==> config.mk <==
export PLATFORM = sky130hd
export DESIGN_NAME = control_nivel
export DESIGN_NICKNAME = d
export VERILOG_FILES = /design/src/rtl/control_nivel_pkg.sv /design/src/rtl/control_nivel_prescaler.sv /design/src/rtl/control_nivel.sv
export SDC_FILE = /design/constraint.sdc
export NUM_CORES = 1
export LEC_CHECK = 0
export BUFFER_PORTS_ARGS = -buffer_cell sky130_fd_sc_hd__buf_2
export CORE_ASPECT_RATIO = 0.9
export CORE_MARGIN = 1
export CORE_UTILIZATION = 55
export DETAILED_ROUTE_END_ITERATION = 8
export GPL_ROUTABILITY_DRIVEN = 1
export PLACE_DENSITY = 0.73
export SKIP_CTS_REPAIR_TIMING = 1
export SYNTH_ARGS = -nofsm -noshare
export SYNTH_HDL_FRONTEND = slang
export SYNTH_SLANG_ARGS = --single-unit
==> constraint.sdc <==
create_clock -name CNV_CLOCK -period 6.65 [get_ports CNV_CLOCK]
set_clock_uncertainty 0.2 [all_clocks]
set_input_delay 0.665 -clock CNV_CLOCK [delete_from_list [all_inputs] [get_ports CNV_CLOCK]]
set_output_delay 0.665 -clock CNV_CLOCK [all_outputs]
set_load 0.02 [all_outputs]
==> src/rtl/control_nivel_pkg.sv <==
// Shared constants for the vehicle-level blocks: FSM state encodings,
// level codes and the default shift periods per level.
package control_nivel_pkg;

  typedef enum logic [2:0] {
    ST_IDLE = 3'd0,
    ST_RUN  = 3'd1,
    ST_NEXT = 3'd2,
    ST_OVER = 3'd3,
    ST_DONE = 3'd4
  } cnv_state_t;

  localparam int NV_1 = 0;
  localparam int NV_2 = 1;
  localparam int NV_3 = 2;
  localparam int NV_4 = 3;

  localparam int PERIOD_NV_1_DEF = 12000000;
  localparam int PERIOD_NV_2_DEF = 9000000;
  localparam int PERIOD_NV_3_DEF = 6000000;
  localparam int PERIOD_NV_4_DEF = 3000000;

  // Codes above NV_4 never occur; they fall back to the fastest period.
  function automatic int level_period(input int lvl, input int p1, input int p2,
                                      input int p3, input int p4);
    case (lvl)
      NV_1:    return p1;
      NV_2:    return p2;
      NV_3:    return p3;
      default: return p4;
    endcase
  endfunction

endpackage

==> src/rtl/control_nivel_prescaler.sv <==
// Shift-tick prescaler: counts 0..period-1 while enabled and flags the
// terminal count combinationally in that same cycle.
module cnv_prescaler #(
  parameter int WIDTH = 24
) (
  input  logic             clk,
  input  logic             clear,
  input  logic             enable,
  input  logic [WIDTH-1:0] period,
  output logic [WIDTH-1:0] count,
  output logic             tc
);

  // The pulse survives a same-cycle clear so a coincident win/collision
  // does not swallow the shift that was already due.
  assign tc = enable && (count == (period - WIDTH'(1)));

  always_ff @(posedge clk) begin
    if (clear) begin
      count <= '0;
    end else if (enable) begin
      if (tc) count <= '0;
      else    count <= count + WIDTH'(1);
    end
  end

endmodule

==> src/rtl/control_nivel.sv <==
// Game level sequencer: paces lane shifts per level and tracks win/lose.
// Optional freeze input enabled by defining CNV_PAUSE_EN.
//
// state | meaning
// IDLE  | after reset, waiting for START
// RUN   | level active, lane shifts paced by the prescaler
// NEXT  | one-cycle gap after a cleared level, level code already advanced
// OVER  | frog hit a vehicle, waiting for START
// DONE  | last level cleared, waiting for START
module control_nivel
  import control_nivel_pkg::*;
#(
  parameter int DATAWIDTH_NVL = 2,
  parameter int DATAWIDTH_DIV = 24,
  parameter int PERIOD_NV_1   = PERIOD_NV_1_DEF,
  parameter int PERIOD_NV_2   = PERIOD_NV_2_DEF,
  parameter int PERIOD_NV_3   = PERIOD_NV_3_DEF,
  parameter int PERIOD_NV_4   = PERIOD_NV_4_DEF
) (
  input  logic                     CNV_CLOCK,
  input  logic                     CNV_RESET,
  input  logic                     CNV_START_IN,
  input  logic                     CNV_WIN_IN,
  input  logic                     CNV_COLLISION_IN,
`ifdef CNV_PAUSE_EN
  input  logic                     CNV_PAUSE_IN,
`endif
  output logic [DATAWIDTH_NVL-1:0] CNV_NVL_OUT,
  output logic                     CNV_CN_OUT,
  output logic                     CNV_RUN_OUT,
  output logic                     CNV_GAMEOVER_OUT,
  output logic                     CNV_DONE_OUT
);

  cnv_state_t               state;
  logic [DATAWIDTH_NVL-1:0] nvl;
  logic [DATAWIDTH_DIV-1:0] period;
  logic [DATAWIDTH_DIV-1:0] count_unused;
  logic                     in_run;
  logic                     presc_clear;
  logic                     presc_enable;
  logic                     presc_tc;

  assign in_run = (state == ST_RUN);
  assign period = DATAWIDTH_DIV'(level_period(int'(nvl), PERIOD_NV_1, PERIOD_NV_2,
                                              PERIOD_NV_3, PERIOD_NV_4));

  // Any exit from RUN, and reset itself, leaves the prescaler at zero so the
  // next RUN entry always starts a full period.
  assign presc_clear = !CNV_RESET || !in_run || CNV_WIN_IN || CNV_COLLISION_IN;

  // Gating with reset drops a tick that would land in the reset cycle.
`ifdef CNV_PAUSE_EN
  assign presc_enable = in_run && CNV_RESET && !CNV_PAUSE_IN;
`else
  assign presc_enable = in_run && CNV_RESET;
`endif

  cnv_prescaler #(
    .WIDTH (DATAWIDTH_DIV)
  ) u_prescaler (
    .clk    (CNV_CLOCK),
    .clear  (presc_clear),
    .enable (presc_enable),
    .period (period),
    .count  (count_unused),
    .tc     (presc_tc)
  );

  assign CNV_CN_OUT  = presc_tc;
  assign CNV_NVL_OUT = nvl;

  always_ff @(posedge CNV_CLOCK) begin
    if (!CNV_RESET) begin
      state            <= ST_IDLE;
      nvl              <= '0;
      CNV_RUN_OUT      <= 1'b0;
      CNV_GAMEOVER_OUT <= 1'b0;
      CNV_DONE_OUT     <= 1'b0;
    end else begin
      case (state)
        ST_IDLE, ST_OVER, ST_DONE: begin
          if (CNV_START_IN) begin
            state            <= ST_RUN;
            nvl              <= '0;
            CNV_RUN_OUT      <= 1'b1;
            CNV_GAMEOVER_OUT <= 1'b0;
            CNV_DONE_OUT     <= 1'b0;
          end
        end
        ST_RUN: begin
          // Collision wins over a simultaneous win.
          if (CNV_COLLISION_IN) begin
            state            <= ST_OVER;
            CNV_RUN_OUT      <= 1'b0;
            CNV_GAMEOVER_OUT <= 1'b1;
          end else if (CNV_WIN_IN) begin
            CNV_RUN_OUT <= 1'b0;
            if (nvl == DATAWIDTH_NVL'(NV_4)) begin
              state        <= ST_DONE;
              CNV_DONE_OUT <= 1'b1;
            end else begin
              state <= ST_NEXT;
              nvl   <= nvl + DATAWIDTH_NVL'(1);
            end
          end
        end
        ST_NEXT: begin
          state       <= ST_RUN;
          CNV_RUN_OUT <= 1'b1;
        end
        default: begin
          state            <= ST_IDLE;
          nvl              <= '0;
          CNV_RUN_OUT      <= 1'b0;
          CNV_GAMEOVER_OUT <= 1'b0;
          CNV_DONE_OUT     <= 1'b0;
        end
      endcase
    end
  end

endmodule

### Word level (Yosys, flattened, before mapping)

Index checks and enable logic that the tools add are counted.
W data, S select, Z words.

* bits in registers: 32
* bits in latches: 0
* bits in writable memories: 0
* bits in read-only memories: 0
* input bits: 5
* output and inout bits: 6
* memories kept: 0

* $add $sub $neg: 3
* multiply operators: 0
* div/mod/pow operators: 0
* magnitude comparators: 0
* equal/unequal tests: 15
* shift-type cells: 0
* muxes and demuxes: 23
* bitwise logic cells: 1
* reductions and logical operators: 14

Operators with widths (number)
* $pmux W24 S3: 1
* $add A24 B1 Y24 const B: 1
* $eq A24 B24 Y1: 1
* $mux W24: 1
* $sub A24 B1 Y24 const B: 1
* $mux W3: 4
* $ne A2 B2 Y1 const B: 5
* $reduce_and A5 Y1: 2
* $pmux W1 S3: 3
* $pmux W3 S3: 1
* $mux W1: 8
* $mux W2: 4
* $eq A3 B2 Y1 const B: 2
* $pmux W2 S3: 1
* $eq A2 B2 Y1 const B: 2
* $eq A3 B1 Y1 const B: 1
* $eq A3 B3 Y1 const B: 1
* $logic_not A3 Y1: 1
* $logic_or A1 B1 Y1: 3
* $ne A3 B3 Y1 const B: 1
* $reduce_and A3 Y1: 1
* $reduce_or A3 Y1: 1
* $add A2 B1 Y2 const B: 1
* $eq A2 B1 Y1 const B: 1
* 6 further kinds: 8

### Longest topological paths before layout

* depth after elaboration: 6
* mapped depth: 8

### Modules after synthesis

Synthesis repeated with hierarchy kept, for this count alone.

* cell total of the unflattened synthesis: 331
* area total of the unflattened synthesis: 2645.0 sq um

Modules (own cells, without submodules)
* cnv_prescaler: times used 1, cells an instance 256, area an instance 2001.9 sq um
* control_nivel: times used 1, cells an instance 75, area an instance 643.1 sq um

### Least setup slack after synthesis

Ideal clock, no wire load.

* path kind: flip-flop to output port
* from: register nvl[1] (netlist: CNV_NVL_OUT[1])
* to: output CNV_CN_OUT
* arrival: 2.247 ns
* data required time: 5.785 ns
* path slack: 3.538 ns
* cell stages (with the launch flop): 8
* cell sequence: dfxtp_1 > inv_1 > ha_1 > or4b_2 > o21ai_2 > nand4_1 > nor2_1 > and2_1

* cells in the longest elaborated chain, start to end: 5
* elaborated cells on any way between the ends: 7
* those cells by class: 1 x add/sub; 3 x eq/ne; 1 x mux; 2 x reduce/logical

RTL lines
* start: declaration: RTL line control_nivel.sv:36 `logic [DATAWIDTH_NVL-1:0] nvl;`
* start signal: assignment: RTL line control_nivel.sv:104 `nvl <= nvl + DATAWIDTH_NVL'(1);`
* $eq A2 B2 Y1 (tied with other cells): RTL line control_nivel_pkg.sv:26 `case (lvl)`
* $pmux W24 S3 *: RTL line control_nivel_pkg.sv:26
* $sub A24 B1 Y24 *: RTL line control_nivel_prescaler.sv:16 `assign tc = enable && (count == (period - WIDTH'(1)));`
* $eq A24 B24 Y1 *: RTL line control_nivel_prescaler.sv:16
* $logic_and A1 B1 Y1 *: RTL line control_nivel_prescaler.sv:16
* end: declaration: RTL line control_nivel.sv:29 `output logic CNV_CN_OUT,`

Every way passes the cells marked *; elsewhere a longest branch is shown, timed or not.

### Worst setup path after layout

Ends and elaborated chain as after synthesis.

==> flow_metrics.tcl <==
set metrics [dict create \
    ant_nets 0 \
    cp_max_fo 9 \
    internal_power_uw 300 \
    core_um2 3110 \
    p_sw_frac 0.259 \
    worstMarginPinSlew_ns 0.933 \
    rsz0062_at_grt "no" \
    final_cell_mix "32 x dfxtp_1, 19 x nor3_1, 18 x xor2_1" \
    powerDensity_nw_per_um2 203 \
    gp_congestion 0.903 \
    wirelength_mm 4.11 \
    antenna_found_initial 0 \
    vias_per_cell 6.06 \
    cts_buffers 5 \
    grt_max_degree 25 \
    drive_gt1_frac 0.105 \
    p_clk_frac 0.376 \
    period_share 0.534 \
    ys_warn_count 0 \
    grt_pass1_vias 1450 \
    min_period_ns 3.55 \
    async_flop_share 0 \
    vias 1588 \
    hold_viol 0 \
    route.detailed.drc 0 \
    hp-class "reg -> reg" \
    final_common_cell "dfxtp_1" \
    syn_area_um2 1840 \
    die_w_um 63.0 \
    syn_avg_cell_area_um2 8.77 \
    clockBufferDepth 2 \
    seq_power_share 0.496 \
    root_buffer "clkbuf_8" \
    dpl.hpwl_mm 2.96 \
    drt_iter0_drc 97 \
    peakVddDrop_uv 153 \
    wl_per_cell_um 15.7 \
    h-tree-depth 2 \
    synth_edf_count 0 \
    synthSimpleGateAreaFrac 0.315 \
    diodes 0 \
    row_count 19 \
    dr.pass1.iters 4 \
    tns_ns 0 \
    status "finished, final reports clean" \
    dieArea_um2 3580 \
    muxShareOfSynthArea 0.0109 \
    ys_seq_elements 32 \
    synth_cell_types 41 \
    cts_tree "yes" \
    setup.worst_path.start_class "flop" \
    clock_sinks 32 \
    io_buffers 10 \
    clk_pin_slew_ns 0.07 \
    slew_violations 0 \
    synth_top_family_by_area "simple AND/OR/NAND/NOR gates" \
    required_ns 5.78 \
    grt_overflow_total 0 \
    synth-compound-area-share 0.0992 \
    grt_pass1_wl_mm 7.07 \
    finalPower_uw 405 \
    arrival_ns 2.69 \
    syn_nets 223 \
    p_comb_frac 0.128 \
    crit_type "reg -> out" \
    seq_area_frac_synth 0.348 \
    ys.flop_type "dfxtp_1" \
    maxSlewHeadroom 0.373 \
    start_util 0.591 \
    synthAdderAreaFrac 0.0543 \
    fillCellCount 272 \
    p_leak_nw 0.690 \
    boundaryPins 11 \
    syn_to_final_growth_pct 8.29 \
    die_y_um 56.9 \
    syn-instance-count 210 \
    max_freq_ghz 0.282 \
    switchingPower_uw 105 \
    finalSetupViolCount 0 \
    fin_nets 232 \
    synth_xor_area_frac 0.143 \
    cap_violations 0 \
    critPathCaptureType "primary output" \
    insertion_delay_ns 0.28 \
    grt.total_usage 0.257 \
]
## state kept, by name, summed over array words and instances, names as in the netlist
register,cells
CNV_DONE_OUT,1
CNV_NVL_OUT,2
CNV_RUN_OUT,1
u_prescaler.count,24
CNV_GAMEOVER_OUT,1
state,3
## final timing paths
kind                                     start                            endpoint  slack, ns  depth (start not counted)
max                CNV_NVL_OUT[1]$_SDFFE_PN0P_                          CNV_CN_OUT       3.10                          8
min          u_prescaler.count[0]$_SDFFE_PP0P_   u_prescaler.count[0]$_SDFFE_PP0P_       0.28                          1
max reg2reg        CNV_NVL_OUT[1]$_SDFFE_PN0P_  u_prescaler.count[12]$_SDFFE_PP0P_       3.50                          7
min reg2reg  u_prescaler.count[0]$_SDFFE_PP0P_   u_prescaler.count[0]$_SDFFE_PP0P_       0.28                          1
## synth_stat cells, types with 2 or more instances
| library cell | number | share of area |
|---|---|---|
| a21boi_0 | 4 | 0.016 |
| o21ai_0 | 2 | 0.0054 |
| a31oi_1 | 3 | 0.010 |
| mux2i_1 | 2 | 0.011 |
| nor2b_1 | 4 | 0.014 |
| nor2_1 | 12 | 0.024 |
| nor3b_1 | 5 | 0.020 |
| a21oi_1 | 4 | 0.011 |
| and3_1 | 5 | 0.017 |
| dfxtp_1 | 32 | 0.35 |
| xnor2_1 | 12 | 0.057 |
| clkbuf_1 | 5 | 0.010 |
| ha_1 | 8 | 0.054 |
| nor4_1 | 2 | 0.0068 |
| a211oi_1 | 4 | 0.016 |
| xor2_1 | 18 | 0.086 |
| nand2_1 | 12 | 0.024 |
| nand2b_1 | 3 | 0.010 |
| buf_2 | 2 | 0.0054 |
| inv_1 | 4 | 0.0081 |
| a311oi_1 | 2 | 0.0095 |
| nand3_1 | 14 | 0.038 |
| and4_1 | 6 | 0.029 |
| nor3_1 | 19 | 0.052 |
| nand4_1 | 10 | 0.034 |
## cells by family after synthesis
| family | after synthesis |
|---|---|
| AND/OR/NAND/NOR | 100 |
| XOR/XNOR | 30 |
| AO/OA/AOI/OAI | 26 |
| multiplexers | 2 |
| buffers and inverters | 12 |
| adder cells (fa/ha/maj) | 8 |
| flip-flops | 32 |
## layout make-up
type	count	area [um2]	share of cell area
clock buffers	8	90.1	0.0452
repair buffers	10	50.0	0.0251
inverters	4	15.0	0.00753
multi-input cells	166	1150	0.575
flip-flops and latches	32	641	0.321
well taps	42	52.6	0.0263
## power groups by stage
stage	Combinational (mW)	Sequential, mW	Clock, mW
after floorplan	0.0367	0.206	0
after global placement	0.0490	0.204	0
after detailed placement	0.0504	0.205	0
after CTS	0.0515	0.201	0.156
after global routing	0.0571	0.202	0.164
final	0.0517	0.201	0.152
## per-stage QoR
step	cell area (um2)	instances	worst slack [ns]	hold slack, ns	utilization
after detailed placement	1900	254	3.41	0.262	0.611
after global placement	1900	254	3.53	0.244	0.611
after global routing	1990	262	2.88	0.292	0.640
after CTS	1990	262	3.08	0.275	0.640
final	1990	262	3.10	0.279	0.640
after floorplan	1840	210	3.54	0.228	-
## critical path: stages, from the launching register on
cell	delay [ns]
dfxtp_1	0.50
inv_1	0.15
ha_1	0.40
or4b_2	0.62
o21ai_2	0.11
nand4_1	0.11
nor2_1	0.20
and2_1	0.16
buf_2	0.16
## layer usage
metal  GRT usage  part of all wire  routed length [um]  vias to the layer above
met1       0.374              0.52                2130                      761
li1            -                 -                   -                      782
met4      0.0897             0.014                  59                        0
met3      0.0549             0.042                 173                        8
met5           0                 0                   0                        -
met2       0.370              0.42                1740                       37
Power figures use the tool's default switching activity.
